$ cat config.mk
export PLATFORM = sky130hd
export DESIGN_NAME = tdc_hit_stamper
export DESIGN_NICKNAME = d
export VERILOG_FILES = /design/src/rtl/tdc_hit_stamper_pkg.sv /design/src/rtl/tdc_ts_fifo.sv /design/src/rtl/tdc_hit_stamper.sv
export SDC_FILE = /design/constraint.sdc
export NUM_CORES = 1
export LEC_CHECK = 0
export CAP_MARGIN = 5
export CORE_ASPECT_RATIO = 1.1
export CORE_MARGIN = 5
export CORE_UTILIZATION = 45
export CTS_BUF_LIST = sky130_fd_sc_hd__clkbuf_2 sky130_fd_sc_hd__clkbuf_4 sky130_fd_sc_hd__clkbuf_8
export DETAILED_ROUTE_END_ITERATION = 10
export HOLD_SLACK_MARGIN = 0.1
export PLACE_DENSITY_LB_ADDON = 0.15
export SETUP_SLACK_MARGIN = 0.2
export SLEW_MARGIN = 20
export SYNTH_ARGS = -nofsm -noshare
export SYNTH_HDL_FRONTEND = slang
export SYNTH_SLANG_ARGS = --single-unit
$ cat constraint.sdc
create_clock -name clk -period 5.21 [get_ports clk]
set_clock_uncertainty 0.2 [all_clocks]
set_input_delay 1.563 -clock clk [delete_from_list [all_inputs] [get_ports clk]]
set_output_delay 1.563 -clock clk [all_outputs]
set_load 0.05 [all_outputs]
$ cat src/rtl/tdc_hit_stamper_pkg.sv
// Shared widths and FSM encodings for the TDC hit stamper, encoder and readout.
package tdc_hit_stamper_pkg;

  localparam int TDC_FINE_WIDTH   = 4;
  localparam int TDC_COARSE_WIDTH = 12;

  typedef enum logic [1:0] {
    IDLE    = 2'd0,
    CAPTURE = 2'd1,
    DEAD    = 2'd2
  } tdc_state_t;

endpackage

$ cat src/rtl/tdc_ts_fifo.sv
// Synchronous first-word-fall-through FIFO with level and full/empty flags.
// A push while full is accepted only when a pop frees the head slot in the
// same cycle; otherwise the push is ignored and the caller flags the drop.
module tdc_ts_fifo #(
  parameter int WIDTH = 16,
  parameter int DEPTH = 8
) (
  input  logic                     clk,
  input  logic                     rst,
  input  logic                     push,
  input  logic                     pop,
  input  logic [WIDTH-1:0]         wdata,
  output logic [WIDTH-1:0]         rdata,
  output logic [$clog2(DEPTH):0]   level,
  output logic                     full,
  output logic                     empty
);

  localparam int AW = $clog2(DEPTH);

  logic [WIDTH-1:0] mem [DEPTH];
  logic [AW-1:0]    wr_ptr;
  logic [AW-1:0]    rd_ptr;
  logic [AW:0]      count;
  logic             do_push;
  logic             do_pop;

  assign empty   = (count == '0);
  assign full    = (count == (AW+1)'(DEPTH));
  assign do_pop  = pop & ~empty;
  assign do_push = push & (~full | do_pop);
  assign rdata   = empty ? '0 : mem[rd_ptr];
  assign level   = count;

  // Storage write; contents need no reset since empty masks the head.
  always_ff @(posedge clk) begin
    if (do_push) mem[wr_ptr] <= wdata;
  end

  // Pointer and occupancy bookkeeping; pointers wrap since DEPTH is a power of two.
  always_ff @(posedge clk or posedge rst) begin
    if (rst) begin
      wr_ptr <= '0;
      rd_ptr <= '0;
      count  <= '0;
    end else begin
      if (do_push) wr_ptr <= wr_ptr + 1'b1;
      if (do_pop)  rd_ptr <= rd_ptr + 1'b1;
      case ({do_push, do_pop})
        2'b10:   count <= count + 1'b1;
        2'b01:   count <= count - 1'b1;
        default: count <= count;
      endcase
    end
  end

endmodule

$ cat src/rtl/tdc_hit_stamper.sv
// Hit detection, coarse time base and timestamp buffering for the TDC chain.
// A fresh rising edge of hit_flag latches the coarse count, opens the encoder
// for one CAPTURE cycle, queues {coarse, fine} and then ignores edges for
// DEAD_CYCLES cycles.
module tdc_hit_stamper
  import tdc_hit_stamper_pkg::*;
#(
  parameter int COARSE_WIDTH = TDC_COARSE_WIDTH,
  parameter int FINE_WIDTH   = TDC_FINE_WIDTH,
  parameter int FIFO_DEPTH   = 8,
  parameter int DEAD_CYCLES  = 2
) (
  input  logic                             clk,
  input  logic                             rst,
  input  logic                             enable,
  input  logic                             hit_flag,
  input  logic [FINE_WIDTH-1:0]            fine_bin,
  output logic                             enc_enable,
  output logic [COARSE_WIDTH+FINE_WIDTH-1:0] ts_data,
  output logic                             ts_valid,
  input  logic                             ts_ready,
  output logic [$clog2(FIFO_DEPTH):0]      fifo_level,
  output logic                             overflow,
  input  logic                             clear_ovf
);

  localparam int CNT_W = (DEAD_CYCLES > 1) ? $clog2(DEAD_CYCLES) : 1;

  tdc_state_t              state;
  tdc_state_t              state_nxt;
  logic [CNT_W-1:0]        cnt;
  logic [CNT_W-1:0]        cnt_nxt;
  logic [COARSE_WIDTH-1:0] coarse;
  logic [COARSE_WIDTH-1:0] coarse_cap;
  logic                    hit_prev;
  logic                    hit_edge;
  logic                    cap_load;
  logic                    push;
  logic                    pop;
  logic                    fifo_full;
  logic                    fifo_empty;
  logic                    drop;

  assign hit_edge = hit_flag & ~hit_prev;
  assign ts_valid = ~fifo_empty;
  assign pop      = ts_valid & ts_ready;
  assign drop     = push & fifo_full & ~pop;

  // Free-running coarse counter, held at zero while the block is disabled.
  always_ff @(posedge clk or posedge rst) begin
    if (rst)          coarse <= '0;
    else if (!enable) coarse <= '0;
    else              coarse <= coarse + 1'b1;
  end

  // Previous hit sample for rising-edge detection, tracked in every state.
  always_ff @(posedge clk or posedge rst) begin
    if (rst) hit_prev <= 1'b0;
    else     hit_prev <= hit_flag;
  end

  // Coarse time of the accepted edge, held until CAPTURE pushes it.
  always_ff @(posedge clk) begin
    if (cap_load) coarse_cap <= coarse;
  end

  // FSM state and dead-time counter registers.
  always_ff @(posedge clk or posedge rst) begin
    if (rst) begin
      state <= IDLE;
      cnt   <= '0;
    end else begin
      state <= state_nxt;
      cnt   <= cnt_nxt;
    end
  end

  // Next-state and CAPTURE outputs; disabling forces IDLE but lets a CAPTURE push.
  always_comb begin
    state_nxt  = state;
    cnt_nxt    = cnt;
    cap_load   = 1'b0;
    enc_enable = 1'b0;
    push       = 1'b0;
    case (state)
      IDLE: begin
        if (hit_edge && enable) begin
          cap_load  = 1'b1;
          state_nxt = CAPTURE;
        end
      end
      CAPTURE: begin
        enc_enable = 1'b1;
        push       = 1'b1;
        cnt_nxt    = CNT_W'(DEAD_CYCLES - 1);
        state_nxt  = DEAD;
      end
      DEAD: begin
        if (cnt == '0) state_nxt = IDLE;
        else           cnt_nxt   = cnt - 1'b1;
      end
      default: state_nxt = IDLE;
    endcase
    if (!enable) state_nxt = IDLE;
  end

  // Sticky overflow; a drop in the same cycle outranks the clear request.
  always_ff @(posedge clk or posedge rst) begin
    if (rst)            overflow <= 1'b0;
    else if (drop)      overflow <= 1'b1;
    else if (clear_ovf) overflow <= 1'b0;
  end

  tdc_ts_fifo #(
    .WIDTH (COARSE_WIDTH + FINE_WIDTH),
    .DEPTH (FIFO_DEPTH)
  ) u_fifo (
    .clk   (clk),
    .rst   (rst),
    .push  (push),
    .pop   (pop),
    .wdata ({coarse_cap, fine_bin}),
    .rdata (ts_data),
    .level (fifo_level),
    .full  (fifo_full),
    .empty (fifo_empty)
  );

endmodule

# Word level (Yosys, flattened, before mapping)
# Memories as Yosys holds them, arrays and structs flattened.
# Cells that the tools add are included.
[op_classes] n_addsub=6 eq_ne=7 muxes=16 bitwise=11 reduce_logical=7
[op_table] cell="16-bit two-way mux" count=1
[op_table] cell="12-bit by 1-bit adder with 12-bit output, second input constant" count=1
[op_table] cell="12-bit two-way mux" count=1
[op_table] cell="1-bit two-way mux" count=8
[op_table] cell="4-bit one-hot mux with 2 select lines" count=1
[op_table] cell="3-bit by 1-bit adder with 3-bit output, second input constant" count=2
[op_table] cell="1-bit AND" count=6
[op_table] cell="2-bit two-way mux" count=3
[op_table] cell="3-bit != test, second input constant" count=2
[op_table] cell="2-bit one-hot mux with 3 select lines" count=1
[op_table] cell="2-bit nonzero test" count=3
[op_table] cell="4-bit by 1-bit adder with 4-bit output, second input constant" count=1
[op_table] cell="2-bit by 1-bit equality test with 1-bit output, second input constant" count=2
[op_table] cell="2-bit equality test, second input constant" count=2
[op_table] cell="4-bit equality test, second input constant" count=1
[op_table] cell="4-bit zero test" count=1
[op_table] cell="1-bit inverter" count=4
[op_table] cell="4-bit by 1-bit subtractor with 4-bit output, second input constant" count=1
[op_table] cell="2-bit zero test" count=1
[op_table] cell="1-bit one-hot mux with 2 select lines" count=1
[op_table] cell="2-bit AND reduction" count=1
[op_table] cell="1-bit logical AND" count=1
[op_table] cell="1-bit OR" count=1
[op_table] cell="1-bit subtractor, second input constant" count=1
[totals] register_bits=39 mem_bits_rw=128 input_bits=10 out_inout_bits=23 elab_cells=57 mem_count=1
[memory_table] memory="u_fifo.mem" words=8 word_bits=16 rd=1 rd_clocked_by_memory_dff=0 write_ports=1 line="tdc_ts_fifo.sv:21" rtl="logic [WIDTH-1:0] mem [DEPTH];"

# Depth between registers and ports, before layout
# Gate-level depths: netlist (run 1).
[depth] depth_word=8 mapped_depth=10 ltp_nobuf=10

# Hierarchy
# From an unflattened synthesis (run 1), not the netlist that was laid out.
[hier_totals] hier_cells=371 area_unflattened_um2=6751.5
[by_module_without_submodules] mod="tdc_ts_fifo" instances=1 cells_each=275 area_each_um2=5544.1 seq_area_each_um2=4093.9
[by_module_without_submodules] mod="tdc_hit_stamper" instances=1 cells_each=96 area_each_um2=1207.4 seq_area_each_um2=785.8

# Worst setup path before layout (run 1)
# No wires, ideal clock.
[synth_timing] kind="register to output" startpoint="register u_fifo.count[0] (netlist: u_fifo.level[0])" endpoint="output ts_data[10]" arrival_ns=2.869 required_time_ns=3.447 setup_slack_ns=0.578 stages_incl_launch_ff=5 path_buffers=2 path_cell_list="dfrtp_1 clkbuf_1 nor4_4 clkbuf_1 nor4_1"
[synth_between] elab_chain_cells=2
[synth_rtl] item="start: declaration" line="tdc_ts_fifo.sv:24" rtl="logic [AW:0] count;"
[synth_rtl] item="start signal: assignment" line="tdc_ts_fifo.sv:50" rtl="2'b10: count <= count + 1'b1;"
[synth_rtl] item="start signal: assignment" line="tdc_ts_fifo.sv:51" rtl="2'b01: count <= count - 1'b1;"
[synth_rtl] item="start signal: assignment" line="tdc_ts_fifo.sv:52" rtl="default: count <= count;"
[synth_rtl] item="4-bit zero test" line="tdc_ts_fifo.sv:28" rtl="assign empty = (count == '0);"
[synth_rtl] item="16-bit two-way mux" line="tdc_ts_fifo.sv:32" rtl="assign rdata = empty ? '0 : mem[rd_ptr];"
[synth_rtl] item="end: declaration" line="tdc_hit_stamper.sv:19" rtl="output logic [COARSE_WIDTH+FINE_WIDTH-1:0] ts_data,"
# Every way passes these cells.

# Worst setup path after layout (run 1)
[layout_timing] startpoint="register u_fifo.rd_ptr[0]" endpoint="output ts_data[9]"
[layout_between] elab_chain_cells=2
[layout_rtl] item="start: declaration" line="tdc_ts_fifo.sv:23" rtl="logic [AW-1:0] rd_ptr;"
[layout_rtl] item="start signal: assignment" line="tdc_ts_fifo.sv:48" rtl="if (do_pop) rd_ptr <= rd_ptr + 1'b1;"
[layout_rtl] item="memory read 8 x 16 bit"
[layout_rtl] item="16-bit two-way mux" line="tdc_ts_fifo.sv:32"
# Every way passes these cells.

==> flow_summary.ini, run 1 <==
[outcome]
status = completed

[grt]
antenna_found_initial = 0
first_global_vias = 3801
grt.overflow.total = 0
grt_pass1_wl_mm = 21.2
grtUsageTotal_pct = 15.8
grt_max_degree = 36

[routing]
drc = 0
post_drt_wl_per_cell_um = 18.8
ant_nets = 0
viasPerCell = 5.32
via_count = 3700
drtPass1Iterations = 4
drt_iter0_drc = 243
wirelength_mm = 13.1

[cts]
cts-hold-fix-buffers = 0
cts_tree = built
clock_sinks = 167
cts_buffer_depth = 2
cts-root-buf = clkbuf_8
htreeDepth = 4
cts_made_buffers = 17
clock_latency_ps = 450
cts.clk_slew.worst_paths_ps = 80

[floorplanning]
die-area_mm2 = 0.0178
start_util_pct = 45.7
rows = 47
dieWidth_um = 128
die_y_um = 139
core_area_mm2 = 0.0150
ios = 33

[critical_path]
arrival_ps = 3000
slowest_delay_ps = 870
path_max_fanout = 12
r2r_start = u_fifo.level[2]
r2r_cells = 9
rrSetupSlack_ps = 2630
critPathBufInv = 2
worst_setup_path_start_kind = flop
path_class = flop to primary output
endpoint_kind = primary output
cp_top_family = buffers and inverters
crit_required_ps = 3450
r2r_end = u_fifo.level[1]
crit_chain = buf_4 > mux4_2 > nor2_1 > nor4_1 > clkdlybuf4s50_1
slowest_stage = clkdlybuf4s50_1

[finish]
drive_gt1_share_pct = 15.0
fin_nets = 507
num_antenna_cells = 0
fin_area_mm2 = 0.00785
syn_to_final_growth_pct = 14.4

[flow_run]
cap_violations = 0

[logic_synthesis]
ys_seq_elements = 167
async_reset_ff_share_pct = 16.2
synth_top_family_by_area = simple AND/OR/NAND/NOR gates
synth-compound-area-share_pct = 6.53
synth_flop_cell = edfxtp_1
ys.warnings.count = 0
synthCells = 444
synth_mux_area_share_pct = 6.00
netlist_area_mm2 = 0.00686
synth-simple-area-share_pct = 11.1
synth_adder_area_share_pct = 1.46
avgSynthCellArea_um2 = 15.4
synth-edff-count = 140
seq_area_frac_synth_pct = 71.2
synth_cell_types = 44
syn_nets = 462
synth_xor_area_share_pct = 1.40

[place]
post-dp-hpwl_mm = 7.95
io_buffers = 32
place_area_mm2 = 0.00749
place.gp.congestion = 0.733
place_worst_setup_slack_ps = 853

[timing]
tns_ps = 0
max_slew_margin_pct = 59.3
setup_violations = 0
holdWs_ps = 283
timing.final.crit_share_pct = 91.4
slew_violations = 0
max_freq_mhz = 210
layout_setup_ws_ps = 447
hold_viol_final = 0
worstMarginPinSlew_ps = 610
period_minus_slack_ps = 4760
rsz0062_at_grt = false

[min_path]
min-delay-start = coarse[11]
min_to = coarse_cap[11]
hold_class = flop to flop
hold_depth = 0

[power_and_ir_drop]
power_density_mw_per_mm2 = 579
clkPwrFrac_pct = 18.9
swShare_pct = 39.4
vdd_drop_max_mv = 0.349
cell_internal_pwr_mw = 2.75
seq_power_share_pct = 39.6
total_power_mw = 4.54
switchingPower_mw = 1.79
power_frac_comb_pct = 41.6
p_leak_nw = 2.63
==> how the worst max path moves through the flow <==
stage / to / slack (ps) / start / cells past startpoint
after global placement: ts_data[9] / 880 / u_fifo.rd_ptr[0] / 5
after CTS: ts_data[9] / 340 / u_fifo.rd_ptr[0] / 5
after detailed placement: ts_data[9] / 850 / u_fifo.rd_ptr[0] / 5
final: ts_data[9] / 450 / u_fifo.rd_ptr[0] / 5
after floorplan: ts_data[10] / 580 / u_fifo.level[0] / 4
after global routing: ts_data[13] / 210 / u_fifo.rd_ptr[0] / 5
==> metrics by stage <==
| step | util (%) | cells |
|---|---|---|
| 5_1_grt | 52.3 | 696 |
| 3_3_place_gp | 49.9 | 666 |
| 2_1_floorplan | - | 444 |
| 6_report | 52.3 | 696 |
| 3_5_place_dp | 49.9 | 666 |
| 4_1_cts | 52.3 | 696 |
==> Yosys cell counts (all sizes together), types with 4 or more instances <==
library cell  count  area [um2]
nand2b            7        43.8
ha                8         100
buf              13        73.8
mux4             16         360
xor2              4        35.0
a21oi             6        30.0
or3               4        25.0
nor2             29         109
a211oi           32         240
xnor2             7        61.3
nor4             19         134
edfxtp          140        4200
nand3             6        30.0
mux2i             4        40.0
inv              12        45.0
clkbuf           12        45.0
dfrtp            27         676
o21ai             7        46.3
nor2b            33         206
nor3              9        45.0
nand2            21        81.3
and2              8        50.1
==> routing by layer <==
layer / vias up / GRT usage (%) / routed length (um)
li1: 1785 / - / -
met1: 1857 / 20.1 / 5800
met2: 45 / 26.3 / 6750
met3: 13 / 3.79 / 334
met4: 0 / 6.09 / 237
met5: - / 0 / 0
==> kinds of logic (layout without fill, tap and decap cells) <==
family	after synthesis	after routing
AND/OR/NAND/NOR	140	140
flip-flops	167	167
buffers and inverters	37	93
XOR/XNOR	11	11
multiplexers	21	21
AO/OA/AOI/OAI	60	60
adder cells (fa/ha/maj)	8	8
==> layout make-up <==
class / instances / area, um2
timing repair buffer: 51 / 478
fill: 1253 / 7150
tap: 196 / 245
multi-input combinational: 240 / 1840
sequential: 167 / 4880
clock buffer: 19 / 249
clock inverter: 11 / 109
inverter: 12 / 45.0
==> placed cells by master (no fill, tap or decap), types with 7 or more instances in the layout <==
| master | count |
|---|---|
| nor4_1 | 17 |
| a211oi_1 | 32 |
| xnor2_1 | 7 |
| and2_1 | 8 |
| inv_1 | 11 |
| edfxtp_1 | 140 |
| nand2b_1 | 7 |
| clkdlybuf4s50_1 | 31 |
| ha_1 | 8 |
| clkbuf_8 | 17 |
| nand2_1 | 20 |
| nor2_1 | 29 |
| mux4_2 | 16 |
| nor2b_1 | 33 |
| buf_4 | 18 |
| dfrtp_1 | 26 |
==> state kept, by name, indices dropped and copies added, names as in the netlist <==
| name | count |
|---|---|
| cnt | 1 |
| u_fifo.rd_ptr | 3 |
| u_fifo.mem | 128 |
| u_fifo.level | 4 |
| u_fifo.wr_ptr | 3 |
| coarse | 12 |
| state | 2 |
| hit_prev | 1 |
| coarse_cap | 12 |
| overflow | 1 |
==> power by group through the flow <==
stage          logic (mW)  registers (mW)  clock network (mW)
4_1_cts              1.92            1.80               0.886
3_5_place_dp         1.91            1.83                   0
2_1_floorplan        1.37            1.77                   0
3_3_place_gp         1.89            1.82                   0
5_1_grt              2.02            1.83               0.935
6_report             1.89            1.80               0.857
==> repair_timing <==
| item | CTS | global route |
|---|---|---|
| setup endpoints to repair | 0 | 1 |
| hold endpoints to repair | 0 | 0 |
| resized for setup | 0 | 1 |
| setup buffers | 0 | 0 |
Note: power is estimated with default switching activity, not from simulation.
==> run 2, diff against run 1 <==
--- a/config.mk
+++ b/config.mk
@@ -12,6 +12,7 @@
 export CTS_BUF_LIST = sky130_fd_sc_hd__clkbuf_2 sky130_fd_sc_hd__clkbuf_4 sky130_fd_sc_hd__clkbuf_8
 export DETAILED_ROUTE_END_ITERATION = 10
 export HOLD_SLACK_MARGIN = 0.1
+export MAX_ROUTING_LAYER = met4
 export PLACE_DENSITY_LB_ADDON = 0.15
 export SETUP_SLACK_MARGIN = 0.2
 export SLEW_MARGIN = 20
==> run 2 against run 1 <==
  * Total power is 0.10% higher
  * Worst hold slack hardly changed
  * Setup slack better by 3.8 ps
  * Critical path depth stayed put
  * Die area stayed put
  * Sequential share of layout area stayed put
  * Fmax hardly changed
  * Combinational power hardly changed
  * Global-route usage is 0.50 points higher
  * Clock power is 0.6% higher
  * Critical endpoint unchanged
==> flow_summary.ini, run 2 (synthesis results as in run 1) <==
[outcome]
status = completed

[routing]
post_drt_wl_per_cell_um = 18.9
drt_iter0_drc = 251
viasPerCell = 5.32
drtPass1Iterations = 4
drc = 0
via_count = 3700
ant_nets = 0
wirelength_mm = 13.1

[finish]
multiInputGateArea_mm2 = 0.00184
regMostFlops = u_fifo.mem
syn_to_final_growth_pct = 14.4
final_common_cell = edfxtp_1
fin_nets = 507
regArea_mm2 = 0.00488
drive_gt1_share_pct = 15.0
largest_reg_flops = 128
largestRegisters = u_fifo.mem: 128 flops, coarse: 12 flops, coarse_cap: 12 flops
num_antenna_cells = 0
fillers = 1253
fin_util_pct = 52.3
final_cell_mix = 140 x edfxtp_1, 33 x nor2b_1, 32 x a211oi_1

[critical_path]
arrival_ps = 3000
crit_required_ps = 3450
startpoint = u_fifo.rd_ptr[0]
endpoint_kind = primary output
path_max_fanout = 12
crit_end = ts_data[9]
rrSetupSlack_ps = 2630
r2r_end = u_fifo.level[1]
path_class = flop to primary output
r2r_start = u_fifo.level[2]
worst_setup_path_start_kind = flop
r2r_cells = 9

[flow_run]
cap_violations = 0

[cts]
cts_buffer_depth = 2
cts_setup_buffers = 0
cts.clk_slew.worst_paths_ps = 80
clock_sinks = 167
clock_latency_ps = 450
htreeDepth = 4
cts_made_buffers = 17
cts-root-buf = clkbuf_8
cts_tree = built

[floorplanning]
core_area_mm2 = 0.0150
start_util_pct = 45.7
die-area_mm2 = 0.0178
rows = 47
dieWidth_um = 128
ios = 33
die_y_um = 139

[grt]
grt_pass1_wl_mm = 21.2
first_global_vias = 3784
grt.overflow.total = 0
antenna_found_initial = 0
grt_max_degree = 36
grtUsageTotal_pct = 16.3

[timing]
slew_violations = 0
period_minus_slack_ps = 4760
hold_viol_final = 0
rsz0062_at_grt = false
max_slew_margin_pct = 59.4
setup_violations = 0
worstMarginPinSlew_ps = 609
tns_ps = 0
timing.final.crit_share_pct = 91.3
max_freq_mhz = 210
holdWs_ps = 283

[min_path]
hold_class = flop to flop
hold_depth = 0

[power_and_ir_drop]
vdd_drop_max_mv = 0.348
power_density_mw_per_mm2 = 579
p_leak_nw = 2.63
total_power_mw = 4.55

[place]
post-dp-hpwl_mm = 7.95
place.gp.congestion = 0.742
io_buffers = 32
[run 2: cell counts in the layout (fill, tap and decap cells not counted)]
Identical to the previous run, type by type.
[run 2: critical path: stages (launching register included)]
cell and delay, ps:
dfrtp_1 650, buf_4 380, mux4_2 280, nor2_1 40, nor4_1 330, clkdlybuf4s50_1 870
[run 2: repair_timing]
action                     CTS  global route
hold buffers                 0             0
hold endpoints to repair     0             0
setup endpoints to repair    0             1
gates resized for setup      0             1
[run 2: where the power goes]
part | leakage (nW) | switching (mW) | total, mW | internal [mW]
Sequential | 1.61 | 0.164 | 1.80 | 1.63
Clock | 0.179 | 0.439 | 0.862 | 0.423
Combinational | 0.845 | 1.19 | 1.89 | 0.696
[run 2: layout make-up]
class	instances	area share, %
flip-flops and latches	167	62.2
multi-input cells	240	23.5
repair buffers	51	6.09
clock buffers	19	3.17
well taps	196	3.12
clock inverters	11	1.39
inverters	12	0.574
[run 2: how the worst min path moves through the flow]
stage / start / slack (ps) / endpoint
after floorplan: coarse[10] / 220 / coarse_cap[10]
after global placement: coarse[11] / 260 / coarse_cap[11]
after detailed placement: coarse[11] / 260 / coarse_cap[11]
after CTS: coarse[11] / 280 / coarse_cap[11]
after global routing: coarse[1] / 310 / coarse_cap[1]
final: coarse[11] / 280 / coarse_cap[11]
[run 2: per-layer routing]
metal	track usage (%)	routed length, um	vias up
li1	-	-	1785
met1	20.4	5730	1843
met2	26.1	6730	50
met3	3.41	383	22
met4	6.59	286	0
met5	-	0	-
[run 2: metrics by stage]
step / std cells / instance area (um2) / worst slack [ps]
after floorplan: 444 / 6860 / 578
after global placement: 666 / 7490 / 881
after detailed placement: 666 / 7490 / 853
after CTS: 696 / 7850 / 339
after global routing: 696 / 7850 / 217
final: 696 / 7850 / 451
